## config.mk

```make
export PLATFORM = sky130hd
export DESIGN_NAME = huffman_tree_ctrl
export DESIGN_NICKNAME = d
export VERILOG_FILES = /design/src/rtl/huffman_pkg.sv /design/src/rtl/huffman_min2_sel.sv /design/src/rtl/huffman_tree_ctrl.sv
export SDC_FILE = /design/constraint.sdc
export NUM_CORES = 1
export LEC_CHECK = 0
export CORE_UTILIZATION = 35
export DETAILED_ROUTE_END_ITERATION = 8
export SLEW_MARGIN = 15
export SYNTH_ARGS = -nofsm -noshare
export SYNTH_HDL_FRONTEND = slang
export SYNTH_SLANG_ARGS = --single-unit
export TNS_END_PERCENT = 10
```

## constraint.sdc

```tcl
create_clock -name clk -period 26.3 [get_ports clk]
set_input_delay 5.26 -clock clk [delete_from_list [all_inputs] [get_ports clk]]
set_output_delay 5.26 -clock clk [all_outputs]
set_load 0.05 [all_outputs]
```

## src/rtl/huffman_pkg.sv

```systemverilog
// Shared constants, state encoding and vector types for the Huffman tree sequencer.
package huffman_pkg;

  localparam int NSYM = 6;
  localparam int WW   = 11;

  typedef enum logic [1:0] {
    IDLE   = 2'd0,
    SELECT = 2'd1,
    MERGE  = 2'd2
  } state_t;

  typedef logic [NSYM-1:0]         grp_t;
  typedef logic [NSYM-1:0][WW-1:0] wvec_t;
  typedef logic [2:0]              idx_t;

  function automatic logic [2:0] count_ones(input grp_t g);
    logic [2:0] n;
    n = 3'd0;
    for (int i = 0; i < NSYM; i++) n = n + {2'b00, g[i]};
    return n;
  endfunction

endpackage

```

## src/rtl/huffman_min2_sel.sv

```systemverilog
// Combinational two-minimum finder over the active groups; lowest index wins ties.
module huffman_min2_sel
  import huffman_pkg::*;
(
  input  wvec_t w,
  input  grp_t  active,
  output idx_t  min1,
  output idx_t  min2
);

  logic [WW-1:0] best1_s;
  logic [WW-1:0] best2_s;
  logic          found1_s;
  logic          found2_s;
  logic          take1_s;
  logic          take2_s;

  // Two linear scans; strict less-than keeps the earlier index on equal weights.
  always_comb begin
    best1_s  = '0;
    best2_s  = '0;
    found1_s = 1'b0;
    found2_s = 1'b0;
    take1_s  = 1'b0;
    take2_s  = 1'b0;
    min1     = '0;
    min2     = '0;
    for (int i = 0; i < NSYM; i++) begin
      take1_s  = active[i] && (!found1_s || (w[i] < best1_s));
      best1_s  = take1_s ? w[i] : best1_s;
      min1     = take1_s ? idx_t'(i) : min1;
      found1_s = found1_s | take1_s;
    end
    for (int i = 0; i < NSYM; i++) begin
      take2_s  = active[i] && (idx_t'(i) != min1) && (!found2_s || (w[i] < best2_s));
      best2_s  = take2_s ? w[i] : best2_s;
      min2     = take2_s ? idx_t'(i) : min2;
      found2_s = found2_s | take2_s;
    end
  end

endmodule

```

## src/rtl/huffman_tree_ctrl.sv

```systemverilog
// Huffman code-construction sequencer: SELECT/MERGE loop over six symbol weights.
// Optional HUFF_ZERO_SKIP_EN excludes zero-count symbols from the tree.
module huffman_tree_ctrl
  import huffman_pkg::*;
(
  input  logic       clk,
  input  logic       reset,
  input  logic       cnt_valid,
  input  logic [7:0] CNT1,
  input  logic [7:0] CNT2,
  input  logic [7:0] CNT3,
  input  logic [7:0] CNT4,
  input  logic [7:0] CNT5,
  input  logic [7:0] CNT6,
  output logic       busy,
  output logic       code_valid,
  output logic [7:0] HC1,
  output logic [7:0] HC2,
  output logic [7:0] HC3,
  output logic [7:0] HC4,
  output logic [7:0] HC5,
  output logic [7:0] HC6,
  output logic [7:0] M1,
  output logic [7:0] M2,
  output logic [7:0] M3,
  output logic [7:0] M4,
  output logic [7:0] M5,
  output logic [7:0] M6
);

  state_t                    state_r, state_s;
  wvec_t                     w_r;
  logic [NSYM-1:0][NSYM-1:0] grp_r;
  grp_t                      active_r, load_active_s, active_after_s;
  logic [NSYM-1:0][2:0]      len_r;
  logic [NSYM-1:0][7:0]      hc_r, m_r, load_m_s, cnt_s;
  idx_t                      min1_r, min2_r, min1_s, min2_s;
  logic                      busy_r, code_valid_r, busy_s, code_valid_s;

  assign cnt_s          = {CNT6, CNT5, CNT4, CNT3, CNT2, CNT1};
  assign active_after_s = active_r & ~(grp_t'(1) << min1_r);

  huffman_min2_sel u_sel (
    .w      (w_r),
    .active (active_r),
    .min1   (min1_s),
    .min2   (min2_s)
  );

  // Load-time participation; a lone surviving symbol gets a one-bit code of 0.
  always_comb begin
    load_active_s = '0;
    load_m_s      = '0;
    for (int i = 0; i < NSYM; i++) begin
`ifdef HUFF_ZERO_SKIP_EN
      load_active_s[i] = (cnt_s[i] != 8'd0);
`else
      load_active_s[i] = 1'b1;
`endif
    end
    if (count_ones(load_active_s) == 3'd1) begin
      for (int i = 0; i < NSYM; i++) load_m_s[i] = {7'd0, load_active_s[i]};
    end else begin
      load_m_s = '0;
    end
  end

  // Next state, done pulse and busy flag.
  always_comb begin
    state_s      = state_r;
    code_valid_s = 1'b0;
    case (state_r)
      IDLE: begin
        if (cnt_valid) begin
          if (count_ones(load_active_s) > 3'd1) begin
            state_s = SELECT;
          end else begin
            state_s      = IDLE;
            code_valid_s = 1'b1;
          end
        end else begin
          state_s = IDLE;
        end
      end
      SELECT: state_s = MERGE;
      MERGE: begin
        if (count_ones(active_after_s) > 3'd1) begin
          state_s = SELECT;
        end else begin
          state_s      = IDLE;
          code_valid_s = 1'b1;
        end
      end
      default: state_s = IDLE;
    endcase
    busy_s = (state_s != IDLE) || code_valid_s;
  end

  // Control registers.
  always_ff @(posedge clk or posedge reset) begin
    if (reset) begin
      state_r      <= IDLE;
      busy_r       <= 1'b0;
      code_valid_r <= 1'b0;
    end else begin
      state_r      <= state_s;
      busy_r       <= busy_s;
      code_valid_r <= code_valid_s;
    end
  end

  // Weights, groups, code words and masks.
  always_ff @(posedge clk or posedge reset) begin
    if (reset) begin
      w_r      <= '0;
      grp_r    <= '0;
      active_r <= '0;
      len_r    <= '0;
      hc_r     <= '0;
      m_r      <= '0;
      min1_r   <= '0;
      min2_r   <= '0;
    end else begin
      case (state_r)
        IDLE: begin
          if (cnt_valid) begin
            for (int i = 0; i < NSYM; i++) begin
              w_r[i]   <= {3'b000, cnt_s[i]};
              grp_r[i] <= grp_t'(1) << i;
            end
            active_r <= load_active_s;
            len_r    <= '0;
            hc_r     <= '0;
            m_r      <= load_m_s;
          end
        end
        SELECT: begin
          min1_r <= min1_s;
          min2_r <= min2_s;
        end
        MERGE: begin
          // Lighter subtree takes the 1 branch, the other takes 0, at each symbol's own depth.
          for (int s = 0; s < NSYM; s++) begin
            if (grp_r[min1_r][s]) begin
              hc_r[s][len_r[s]] <= 1'b1;
              len_r[s]          <= len_r[s] + 3'd1;
              m_r[s]            <= {m_r[s][6:0], 1'b1};
            end else if (grp_r[min2_r][s]) begin
              hc_r[s][len_r[s]] <= 1'b0;
              len_r[s]          <= len_r[s] + 3'd1;
              m_r[s]            <= {m_r[s][6:0], 1'b1};
            end
          end
          grp_r[min2_r]    <= grp_r[min2_r] | grp_r[min1_r];
          w_r[min2_r]      <= w_r[min2_r] + w_r[min1_r];
          active_r[min1_r] <= 1'b0;
        end
        default: ;
      endcase
    end
  end

  assign busy       = busy_r;
  assign code_valid = code_valid_r;
  assign HC1 = hc_r[0];
  assign HC2 = hc_r[1];
  assign HC3 = hc_r[2];
  assign HC4 = hc_r[3];
  assign HC5 = hc_r[4];
  assign HC6 = hc_r[5];
  assign M1  = m_r[0];
  assign M2  = m_r[1];
  assign M3  = m_r[2];
  assign M4  = m_r[3];
  assign M5  = m_r[4];
  assign M6  = m_r[5];

endmodule

```

# Word level (Yosys, flattened, before mapping)
# Index checks and enable logic that the tools add are counted.
dict set report word_totals {
  regBits 232
  inputBits 51
  output_inout_bits 98
}
dict set report classes {
  magnitude_cmp 27
  muxes 100
  n_eq_ne 14
  bitwise 31
  shifts 1
  addsub 12
  reduce_logical 56
}
# operator n
set ops {}
lappend ops {{$mux W8} 24}
lappend ops {{$pmux W48 S2} 2}
lappend ops {{$mux W11} 13}
lappend ops {{$pmux W66 S2} 1}
lappend ops {{$lt A11 B11 Y1} 10}
lappend ops {{$pmux W36 S2} 1}
lappend ops {{$bmux W11 S3} 2}
lappend ops {{$bwmux W66} 1}
lappend ops {{$mux W66} 1}
lappend ops {{$mux W3} 20}
lappend ops {{$and A8 B8 Y8} 6}
lappend ops {{$mux W48} 1}
lappend ops {{$not A8 Y8} 6}
lappend ops {{$or A8 B8 Y8} 6}
lappend ops {{$bmux W6 S3} 2}
lappend ops {{$bwmux W36} 1}
lappend ops {{$mux W36} 1}
lappend ops {{$pmux W18 S2} 1}
lappend ops {{$demux W11 S3} 1}
lappend ops {{$lt A3 B4 Y1 const B} 8}
lappend ops {{$ge A3 B1 Y1 const B} 8}
lappend ops {{$logic_and A1 B1 Y1} 24}
lappend ops {{$mux W6} 4}
lappend ops {{$demux W1 S3} 7}
lappend ops {{30 further kinds} 90}

# Depth between registers and ports, before layout
# Gate-level depths: netlist (run 1).
dict set report depth {
  word_depth 44
  mapped_depth 123
  ltp_nobuf 110
}

# Hierarchy
# A second synthesis (run 1) with hierarchy kept.
dict set report unflattened {
  cells_unflattened 1805
  hier_area_um2 16200.5
}
# module n_inst area_per_inst_um2 cells_per_inst
set modules_own_cells {}
lappend modules_own_cells {huffman_tree_ctrl 1 11951.5 1208}
lappend modules_own_cells {huffman_min2_sel 1 4249.1 597}

# Worst setup path before layout (run 1)
# OpenSTA, ideal clock, no wires.
dict set report synth_path {
  path_type {reg2reg}
  start {reg active_r[0]}
  end {reg min2_r[1]}
  path_stages_with_launch 120
  path_buffers 13
  setup_slack_ps 3609
  setup_ps 122
  arrival_time_ps 22569
  path_cell_list {dfrtp_1 clkbuf_1 clkbuf_1 nand2_1 ha_1 a211o_1 a31oi_1 o22a_2 nand2_1 nand2_1 and2_1 clkbuf_1 clkbuf_1 a21oi_1 ha_1 nand4_1 or3_4 or3_1 [... 84 more ...] a21oi_1 a31oi_2 clkbuf_1 a21o_1 ha_1 a21o_1 a21o_1 a21o_1 a21oi_1 nor2b_1 o21ai_0 nand2b_1 a21oi_1 o31ai_1 a221o_1 a31oi_1 or3b_1 a32o_1}
}
dict set report synth_via {
  elab_chain_len 44
  word_cells_on_any_way 79
  classes_between {order compare (10); eq/ne (5); mux (19); bitwise (8); reduce/logical (37)}
}
# element line
set synth_rtl {}
lappend synth_rtl {{start: declaration} huffman_tree_ctrl.sv:34} ;# grp_t active_r, load_active_s, active_after_s;
lappend synth_rtl {{start signal: assignment} huffman_tree_ctrl.sv:131} ;# active_r <= load_active_s;
lappend synth_rtl {{$mux W11} huffman_min2_sel.sv:30} ;# best1_s = take1_s ? w[i] : best1_s;
lappend synth_rtl {{$lt A11 B11 Y1} huffman_min2_sel.sv:29} ;# take1_s = active[i] && (!found1_s || (w[i] < best1_s));
lappend synth_rtl {{$logic_or A1 B1 Y1} huffman_min2_sel.sv:29}
lappend synth_rtl {{$logic_and A1 B1 Y1} huffman_min2_sel.sv:29}
lappend synth_rtl {{$mux W11 or $or A1 B1 Y1 (tied branches)} {huffman_min2_sel.sv:30, huffman_min2_sel.sv:32}}
lappend synth_rtl {{$lt A11 B11 Y1 or $logic_not A1 Y1 (tied branches)} huffman_min2_sel.sv:29}
lappend synth_rtl {{$logic_or A1 B1 Y1} huffman_min2_sel.sv:29}
lappend synth_rtl {{$logic_and A1 B1 Y1} huffman_min2_sel.sv:29}
lappend synth_rtl {{[... 28 more ...]} -}
lappend synth_rtl {{$lt A11 B11 Y1 or $logic_not A1 Y1 (tied branches)} huffman_min2_sel.sv:35} ;# take2_s = active[i] && (idx_t'(i) != min1) && (!found2_s || (w[i] < best2_s));
lappend synth_rtl {{$logic_or A1 B1 Y1} huffman_min2_sel.sv:35}
lappend synth_rtl {{$logic_and A1 B1 Y1} huffman_min2_sel.sv:35}
lappend synth_rtl {{$mux W11 or $or A1 B1 Y1 (tied branches)} {huffman_min2_sel.sv:36, huffman_min2_sel.sv:38}}
lappend synth_rtl {{$lt A11 B11 Y1 or $logic_not A1 Y1 (tied branches)} huffman_min2_sel.sv:35}
lappend synth_rtl {{$logic_or A1 B1 Y1} huffman_min2_sel.sv:35}
lappend synth_rtl {{$logic_and A1 B1 Y1} huffman_min2_sel.sv:35}
lappend synth_rtl {{$mux W3 (*)} huffman_min2_sel.sv:37} ;# min2 = take2_s ? idx_t'(i) : min2;
lappend synth_rtl {{end signal: assignment} huffman_tree_ctrl.sv:139} ;# min2_r <= min2_s;
lappend synth_rtl {{end: declaration} huffman_tree_ctrl.sv:37} ;# idx_t min1_r, min2_r, min1_s, min2_s;
# Every way passes the cells marked *; elsewhere a longest branch is shown, timed or not.
# A chain may end at the register's enable or synchronous reset.

# Worst setup path after layout (run 1)
# Same ends and word-level chain as after synthesis.

==> metrics.csv, run 1 <==
stage,metric,value,unit
status,status,finished clean,
layout,final net count,1995,
timing,Worst-Margin Slew,1.049,ns
hold_path,hold path start,M3[7],
yosys,Synth async-reset ratio,1.000,
clocking,CTS Hold Bufs,0,
timing,relative slew slack,0.3009,
place,Post-DP HPWL,39.79,mm
detailed_routing,starting DRC count in detailed routing,1176,
yosys,number of synthesized flops with an enable pin,0,
timing,Setup Skew,0.01895,ns
clocking,# clock sinks,232,
worst_setup_path,largest delay contributor family on the critical path,compound AO/OA/AOI/OAI gates,
yosys,syn nets,1901,
run,MaxCap Viol Count,0,
place,Placer Congestion,1.011,
detailed_routing,TritonRoute pass-1 iters,5,
layout,"Most flops, register",w_r,
die,Die Footprint,45500,um2
layout,Largest regs,"w_r x66, grp_r x36, len_r x18",
layout,layout overhead on the synthesized area,19.13,%
clocking,"Reg clk slew, reported paths",0.06,ns
worst_setup_path,CP Class,reg2reg,
yosys,commonest register cell after synthesis,dfrtp_1,
die,Die X,213.3,um
yosys,#FFs+latches synth,232,
worst_setup_path,CP Capture Type,flop,
worst_setup_path,worst path required time,26.72,ns
yosys,number of library cell types mapped by synthesis,79,
timing,Final Max Tran Viols,0,
hold_path,min-delay worst type,reg2reg,
detailed_routing,WL final,55.16,mm
grt,number of global-route vias before repair,13640,
yosys,largest area contributor in the netlist,dfrtp_1,
worst_setup_path,CP peak stage delay,0.63,ns
worst_setup_path,Worst path most repeated cell,a21o_1,
clocking,CTS max path bufs,3,
die,IO Count,149,
layout,# diodes,0,
layout,"most common cell after layout, fill and taps aside",dfrtp_1,
clocking,CTS Root Cell,clkbuf_16,
detailed_routing,Vias,14200,
worst_setup_path,Worst setup SP type,flop,
yosys,sequential element share of the synthesized area,0.3715,
yosys,top-area cell type share of the netlist area,0.3715,
detailed_routing,Final ANT Viol Nets,0,
grt,largest net degree at the start of global routing,115,
grt,Total GRT Usage,0.2404,
worst_setup_path,"Slowest-stage cell, CP",dfrtp_4,
yosys,Synth Area per Inst,9.034,um2
grt,global-route wire length before repair,83.42,mm
worst_setup_path,CP max FO,32,
detailed_routing,WL per Instance,22.66,um
layout,Largest register FFs,66,
layout,layout cells sized above 1,0.08035,
detailed_routing,DRC Markers,0,
layout,fillers,4455,
clocking,clock latency on the worst-skew pair,0.55,ns
worst_setup_path,worst reg-to-reg setup slack,1.62,ns
clocking,H-tree levels,1,
hold_path,sink of the worst hold path,M3[7],
worst_setup_path,Worst Path Buf+Inv,4,
timing,Fin. Hold Viols,0,
yosys,post-synthesis cell area,15630,um2
die,Initial Util,0.3542,
layout,most frequent cells in the layout,"dfrtp_1, nand2_1, o21ai_0",
die,Site Rows,77,
grt,GRT overflow,0,
clocking,CTS Buf Count,25,
detailed_routing,Vias per Instance,5.836,
die,Die Y,213.3,um
timing,"Setup violations, final",0,
place,"worst slack, placed",0.2949,ns
worst_setup_path,FF-to-FF path depth,108,
place,port buffer count,148,
timing,Final Critical Period,24.68,ns
worst_setup_path,Critical R2R Launch,active_r[0],
timing,FMAX,40.53,MHz
worst_setup_path,Crit path arrival time,25.10,ns
die,Placeable Area,44120,um2
yosys,Ys Warns,0,
yosys,Cells after Synth,1730,
clocking,CTS tree,done,
timing,Tcrit/Tclk final,0.9382,
hold_path,Hold Path Depth,1,
grt,antenna violations before repair,0,
timing,setup ws final,1.624,ns
yosys,"top cells by area, synth","dfrtp_1, ha_1, o21ai_0",
worst_setup_path,R2R Path End,min2_r[1],
cell type report:
class	count	area, um2	area share
Clock inverter	9	131.4	0.007056
Multi-Input combinational cell	1322	9233	0.4959
Timing Repair Buffer	180	1722	0.09247
Tap cell	592	740.7	0.03978
Inverter	63	244.0	0.01310
Sequential cell	232	5811	0.3121
Clock buffer	36	737.0	0.03958
cell usage after synthesis, types with 10 or more instances:
| cell | count |
|---|---|
| dfrtp_1 | 232 |
| nand2_1 | 187 |
| o21ai_0 | 156 |
| nor2_1 | 128 |
| ha_1 | 116 |
| nand3_1 | 108 |
| clkbuf_1 | 88 |
| a21oi_1 | 78 |
| a22oi_1 | 75 |
| inv_1 | 62 |
| mux2i_1 | 57 |
| a21o_1 | 56 |
| a22o_1 | 40 |
| buf_1 | 17 |
| mux4_2 | 17 |
| nand2b_1 | 16 |
| nand4_1 | 16 |
| o31ai_1 | 16 |
| nor3_1 | 15 |
| o211ai_1 | 14 |
| nand3b_1 | 13 |
| and2_1 | 12 |
| mux2_2 | 12 |
| nor2b_1 | 11 |
| o21a_1 | 11 |
| a211oi_1 | 10 |
| a221o_1 | 10 |
| and3_1 | 10 |
| mux2_4 | 10 |
cells by family after synthesis:
family / share of synthesized area
AOI/OAI and AO/OA: 0.2336
xor gates and xnor gates: 0.006164
adders and majority gates: 0.09799
buffers and inverters: 0.04435
DFF: 0.3715
muxes: 0.07926
and+or+nand+nor: 0.1672
per-stage QoR:
step	utilization	TNS (ns)	instance area [um2]	cells	hold slack [ns]
after floorplan	-	0	15630	1730	0.4865
after global placement	0.3995	0	17630	2381	0.4806
after detailed placement	0.3995	0	17630	2381	0.4799
after CTS	0.4192	0	18500	2426	0.5001
after global routing	0.4219	-0.03257	18620	2434	0.5203
final	0.4219	0	18620	2434	0.4972
layer usage:
layer	global-route usage	vias up	share of wire
li1	-	6590	-
met2	0.3880	556	0.46
met5	0	-	0
met1	0.3135	6897	0.42
met4	0.1310	0	0.059
met3	0.02927	161	0.061
worst max-delay path by stage:
stage / startpoint / end / slack, ns / cells past startpoint
after floorplan: active_r[0] / min2_r[1] / 3.61 / 119
final: active_r[0] / min2_r[1] / 1.62 / 108
after CTS: active_r[0] / min2_r[1] / 0.23 / 102
after detailed placement: active_r[0] / min2_r[1] / 0.29 / 102
after global placement: active_r[0] / min2_r[1] / 0.84 / 104
after global routing: active_r[0] / min2_r[1] / -0.03 / 110
timing repair:
action,CTS,global route
resized for setup,0,12
buffers inserted,0,7
setup endpoints to repair,0,3
Power of run 1 is left out: the tool's default activity adds up to more than one toggle a clock period on the data nets, which glitch-free logic cannot reach.
==> inputs of run 2 (changes only) <==
SETUP_SLACK_MARGIN = 0.1   (was not set)
==> run 2 against run 1 <==
Global-route usage unchanged. Clock skew is 0.0027 ns higher. Count of clock-buffer cells in the layout unchanged. Register-to-register slack improved by 0.12 ns. Core utilization is 0.051 points higher. Sequential cell count is the same. Final cell count barely moved. Fmax increased by 0.47%. Via count down 0.22%. Non-clock buffer count up 2. Setup slack gained 0.12 ns.
==> metrics.csv, run 2 (synthesis results as in run 1) <==
stage,metric,value,unit,change
timing,Tcrit/Tclk final,0.9338,,was 0.9382
grt,Total GRT Usage,0.2404,,unchanged
die,IO Count,149,,unchanged
worst_setup_path,Worst setup SP type,flop,,unchanged
layout,final net count,1997,,"was 1,995"
detailed_routing,WL final,55.16,mm,about the same
timing,setup ws final,1.740,ns,was 1.624 ns
place,placed cell areas,17630,um2,unchanged
detailed_routing,starting DRC count in detailed routing,1169,,"was 1,176"
detailed_routing,DRC Markers,0,,unchanged
timing,Worst-Margin Slew,1.042,ns,was 1.049 ns
clocking,CTS Hold Bufs,0,,unchanged
die,Die X,213.3,um,unchanged
worst_setup_path,CP peak stage delay,0.63,ns,about the same
worst_setup_path,Worst Path Buf+Inv,5,,was 4
die,Die Y,213.3,um,unchanged
timing,setup TNS,0,ns,unchanged
clocking,CTS Root Cell,clkbuf_16,,unchanged
place,"worst slack, placed",0.2949,ns,unchanged
layout,"most common cell after layout, fill and taps aside",dfrtp_1,,unchanged
timing,"Setup violations, final",0,,unchanged
layout,most frequent cells in the layout,"dfrtp_1, nand2_1, o21ai_0",,unchanged
grt,antenna violations before repair,0,,unchanged
layout,Reg area,5811,um2,unchanged
clocking,clock latency on the worst-skew pair,0.55,ns,about the same
detailed_routing,Vias per Instance,5.818,,was 5.836
die,Die Footprint,45500,um2,unchanged
clocking,H-tree levels,1,,unchanged
grt,global-route wire length before repair,83.42,mm,unchanged
timing,relative slew slack,0.3032,,was 0.3009
worst_setup_path,largest delay contributor family on the critical path,compound AO/OA/AOI/OAI gates,,unchanged
place,Post-DP HPWL,39.79,mm,unchanged
clocking,CTS Buf Count,25,,unchanged
hold_path,min-delay worst type,reg2reg,,unchanged
timing,Final Critical Period,24.56,ns,was 24.68 ns
layout,"Most flops, register",w_r,,unchanged
detailed_routing,TritonRoute pass-1 iters,5,,unchanged
layout,# diodes,0,,unchanged
place,Placer Congestion,1.011,,unchanged
layout,Multi-input gate area,9240,um2,was 9233 um2
run,MaxCap Viol Count,0,,unchanged
timing,RSZ-0062 raised after global routing,false,,
worst_setup_path,Worst path most repeated cell,a21o_1,,unchanged
detailed_routing,Final ANT Viol Nets,0,,unchanged
layout,Largest register FFs,66,,unchanged
layout,layout overhead on the synthesized area,19.27,%,was 19.13%
grt,GRT overflow,0,,unchanged
layout,layout cells sized above 1,0.08243,,was 0.08035
clocking,CTS max path bufs,3,,unchanged
grt,largest net degree at the start of global routing,115,,unchanged
worst_setup_path,worst path required time,26.73,ns,was 26.72 ns
layout,fin area,18640,um2,"was 18,620 um2"
die,Site Rows,77,,unchanged
status,status,finished clean,,unchanged
layout,Largest regs,"w_r x66, grp_r x36, len_r x18",,unchanged
clocking,# clock sinks,232,,unchanged
grt,number of global-route vias before repair,13640,,unchanged
timing,Final Max Tran Viols,0,,unchanged
place,port buffer count,148,,unchanged
timing,Setup Skew,0.02166,ns,was 0.01895 ns
detailed_routing,Vias,14170,,"was 14,200"
worst_setup_path,"Slowest-stage cell, CP",dfrtp_4,,unchanged
timing,Fin. Hold Viols,0,,unchanged
detailed_routing,WL per Instance,22.64,um,was 22.66 um
layout,fillers,4456,,"was 4,455"
clocking,CTS tree,done,,unchanged
die,Initial Util,0.3542,,unchanged
clocking,"Reg clk slew, reported paths",0.06,ns,about the same
die,Placeable Area,44120,um2,unchanged
worst_setup_path,CP Class,reg2reg,,unchanged
worst_setup_path,CP max FO,32,,unchanged
timing,FMAX,40.72,MHz,was 40.53 MHz
worst_setup_path,Crit path arrival time,24.98,ns,was 25.10 ns
worst_setup_path,CP Capture Type,flop,,unchanged
[run 2: changes by cell type in the layout (fill, tap and decap cells not counted), sizes merged]
cell  previous run  this run
buf             32        34
[run 2: per-layer routing]
metal | global-route usage | up-vias | part of all wire
met3 | 0.02927 | 151 | 0.059
met2 | 0.3880 | 501 | 0.46
met5 | 0 | - | 0
met1 | 0.3135 | 6924 | 0.42
li1 | - | 6597 | -
met4 | 0.1310 | 0 | 0.057
[run 2: area by class of cell]
class | count | area share
Clock inverter | 9 | 0.007048
Clock buffer | 36 | 0.03954
Timing Repair Buffer | 182 | 0.09317
Sequential cell | 232 | 0.3117
Multi-Input combinational cell | 1322 | 0.4957
Inverter | 63 | 0.01309
Tap cell | 592 | 0.03974
[run 2: final timing paths]
path                             end  slack (ns)   startpoint  cells past startpoint
max reg2reg                min2_r[1]        1.74  active_r[0]                    109
min reg2reg                    M3[7]        0.50        M3[7]                      1
min in group asynchronous      M5[5]        5.28        reset                      2
max                        min2_r[1]        1.74  active_r[0]                    109
max in group asynchronous  min2_r[1]       19.69        reset                      3
min                            M3[7]        0.50        M3[7]                      1
[run 2: timing repair]
action | 4_1_cts | 5_1_grt
gates resized for setup | 0 | 14
setup endpoints to repair | 0 | 3
hold endpoints to repair | 0 | 0
setup buffers | 0 | 9
[run 2: worst reg2reg max path, delay by kind of cell, from the launching register on]
kind / cells / cell delay [ns]
multiplexers: 4 / 1.48
AND/OR/NAND/NOR: 29 / 6.47
flip-flops: 1 / 0.63
AO/OA/AOI/OAI: 61 / 12.30
buffers and inverters: 5 / 0.70
adder cells (fa/ha/maj): 10 / 2.86
[run 2: metrics by stage]
stage,cells,hold WS (ns),util
6_report,2436,0.4957,0.4224
5_1_grt,2436,0.5203,0.4224
4_1_cts,2426,0.5001,0.4192
3_5_place_dp,2381,0.4799,0.3995
3_3_place_gp,2381,0.4806,0.3995
2_1_floorplan,1730,0.4865,-
Power of run 2 is left out for the same reason.
==> inputs of run 3 (changes only) <==
CELL_PAD_IN_SITES_DETAIL_PLACEMENT = 0   (was not set)
CELL_PAD_IN_SITES_GLOBAL_PLACEMENT = 2   (was not set)
PLACE_DENSITY_LB_ADDON = 0.1   (was not set)
==> run 3 against run 2 <==
First-iteration DRC count shrank 12%. Via count shrank 0.92%. Setup slack lost 0.17 ns. Sequential cell count is the same. Wire length grew 6.9%. Register-to-register slack lost 0.17 ns. Die area is the same. Count of clock-buffer cells in the layout grew 1.
==> metrics.csv, run 3 (synthesis results as in run 1) <==
stage,metric,value,unit,change
worst_setup_path,CP max FO,19,,was 32
layout,Largest register FFs,66,,unchanged
worst_setup_path,FF-to-FF path depth,108,,was 109
worst_setup_path,Critical R2R Launch,w_r[2],,was active_r[0]
timing,setup TNS,0,ns,unchanged
place,port buffer count,148,,unchanged
detailed_routing,WL final,58.98,mm,was 55.16 mm
status,status,finished clean,,unchanged
place,Placer Congestion,0.9381,,was 1.011
die,Die Footprint,45500,um2,unchanged
hold_path,sink of the worst hold path,M4[7],,was M3[7]
run,MaxCap Viol Count,0,,unchanged
die,IO Count,149,,unchanged
layout,layout overhead on the synthesized area,19.22,%,was 19.27%
die,Die Y,213.3,um,unchanged
layout,final net count,2002,,"was 1,997"
clocking,H-tree levels,1,,unchanged
layout,most frequent cells in the layout,"dfrtp_1, nand2_1, o21ai_0",,unchanged
die,Site Rows,77,,unchanged
layout,Largest regs,"w_r x66, grp_r x36, len_r x18",,unchanged
clocking,clock latency on the worst-skew pair,0.54,ns,was 0.55 ns
worst_setup_path,Worst Path Buf+Inv,5,,unchanged
timing,Final Critical Period,24.73,ns,was 24.56 ns
worst_setup_path,Worst setup SP type,flop,,unchanged
worst_setup_path,worst reg-to-reg setup slack,1.57,ns,was 1.74 ns
hold_path,Hold Path Depth,1,,unchanged
worst_setup_path,"Slowest-stage cell, CP",dfrtp_1,,was dfrtp_4
worst_setup_path,largest delay contributor family on the critical path,compound AO/OA/AOI/OAI gates,,unchanged
worst_setup_path,CP Capture Type,flop,,unchanged
die,Placeable Area,44120,um2,unchanged
worst_setup_path,R2R Path End,min2_r[1],,unchanged
grt,GRT overflow,0,,unchanged
timing,Worst-Margin Slew,1.152,ns,was 1.042 ns
timing,Fin. Hold Viols,0,,unchanged
timing,Tcrit/Tclk final,0.9404,,was 0.9338
detailed_routing,Final ANT Viol Nets,0,,unchanged
clocking,CTS Hold Bufs,0,,unchanged
detailed_routing,WL per Instance,24.20,um,was 22.64 um
clocking,# clock sinks,232,,unchanged
timing,relative slew slack,0.2274,,was 0.3032
worst_setup_path,CP Class,reg2reg,,unchanged
layout,fin area,18630,um2,"was 18,640 um2"
clocking,"Reg clk slew, reported paths",0.06,ns,about the same
detailed_routing,DRC Markers,0,,unchanged
grt,antenna violations before repair,0,,unchanged
timing,Setup Skew,0.01404,ns,was 0.02166 ns
timing,RSZ-0062 raised after global routing,false,,unchanged
detailed_routing,Vias,14040,,"was 14,170"
layout,layout cells sized above 1,0.08184,,was 0.08243
detailed_routing,TritonRoute pass-1 iters,5,,unchanged
grt,global-route wire length before repair,88.69,mm,was 83.42 mm
detailed_routing,Vias per Instance,5.762,,was 5.818
detailed_routing,starting DRC count in detailed routing,1028,,"was 1,169"
die,Initial Util,0.3542,,unchanged
hold_path,hold path start,M4[7],,was M3[7]
clocking,CTS tree,done,,unchanged
layout,"Most flops, register",w_r,,unchanged
timing,Final Max Tran Viols,0,,unchanged
layout,# diodes,0,,unchanged
timing,FMAX,40.43,MHz,was 40.72 MHz
worst_setup_path,Crit path arrival time,25.15,ns,was 24.98 ns
hold_path,min-delay worst type,reg2reg,,unchanged
clocking,CTS max path bufs,3,,unchanged
die,Die X,213.3,um,unchanged
timing,"Setup violations, final",0,,unchanged
worst_setup_path,CP peak stage delay,0.55,ns,was 0.63 ns
place,placed cell areas,17700,um2,"was 17,630 um2"
clocking,CTS Root Cell,clkbuf_16,,unchanged
worst_setup_path,Worst path most repeated cell,a21o_1,,unchanged
grt,Total GRT Usage,0.2607,,was 0.2404
layout,"most common cell after layout, fill and taps aside",dfrtp_1,,unchanged
worst_setup_path,worst path required time,26.72,ns,was 26.73 ns
clocking,CTS Buf Count,27,,was 25
place,Post-DP HPWL,42.29,mm,was 39.79 mm
grt,number of global-route vias before repair,13790,,"was 13,640"
grt,largest net degree at the start of global routing,114,,was 115
-- run 3: routing by layer --
layer	GRT usage	up-vias	routed length, um
li1	-	6602	-
met3	0.02397	111	2593
met5	0	-	0
met2	0.4375	422	28380
met1	0.3412	6907	25350
met4	0.1153	0	2659
-- run 3: through the flow --
stage          std cells  worst slack [ns]  hold WS (ns)  utilization
6_report            2437             1.567        0.4984       0.4223
5_1_grt             2437            0.1045        0.5249       0.4223
4_1_cts             2433             1.110        0.5040       0.4213
3_5_place_dp        2390             1.194        0.4879       0.4011
3_3_place_gp        2390             1.701        0.4842       0.4011
2_1_floorplan       1730             3.609        0.4865            -
-- run 3: how the worst max path moves through the flow --
stage,start,slack [ns],to,cells after the start
6_report,w_r[2],1.57,min2_r[1],108
5_1_grt,w_r[2],0.10,min2_r[1],109
4_1_cts,active_r[0],1.11,min2_r[1],109
3_5_place_dp,active_r[0],1.19,min2_r[1],109
3_3_place_gp,active_r[0],1.70,min2_r[1],106
2_1_floorplan,active_r[0],3.61,min2_r[1],119
-- run 3: timing repair --
| item | CTS | global route |
|---|---|---|
| hold endpoints to repair | 0 | 0 |
| endpoints found under the setup margin | 0 | 2 |
| resized for setup | 0 | 4 |
| setup buffers | 0 | 3 |
-- run 3: layout make-up --
| cell class | instances | area [um2] |
|---|---|---|
| tap | 592 | 740.7 |
| multi-input combinational | 1321 | 9180 |
| inverter | 63 | 244.0 |
| clock inverter | 6 | 86.33 |
| sequential | 232 | 5808 |
| clock buffer | 37 | 803.3 |
| fill | 4471 | 25490 |
| timing repair buffer | 186 | 1770 |
-- run 3: worst reg2reg max path, delay by kind of cell, from the launching register on --
family / cells / cell delay [ns]
and+or+nand+nor: 20 / 4.23
DFF: 1 / 0.55
muxes: 4 / 1.65
AOI/OAI and AO/OA: 69 / 14.22
buffers and inverters: 5 / 0.94
adders and majority gates: 10 / 3.02
Power of run 3 is left out for the same reason.
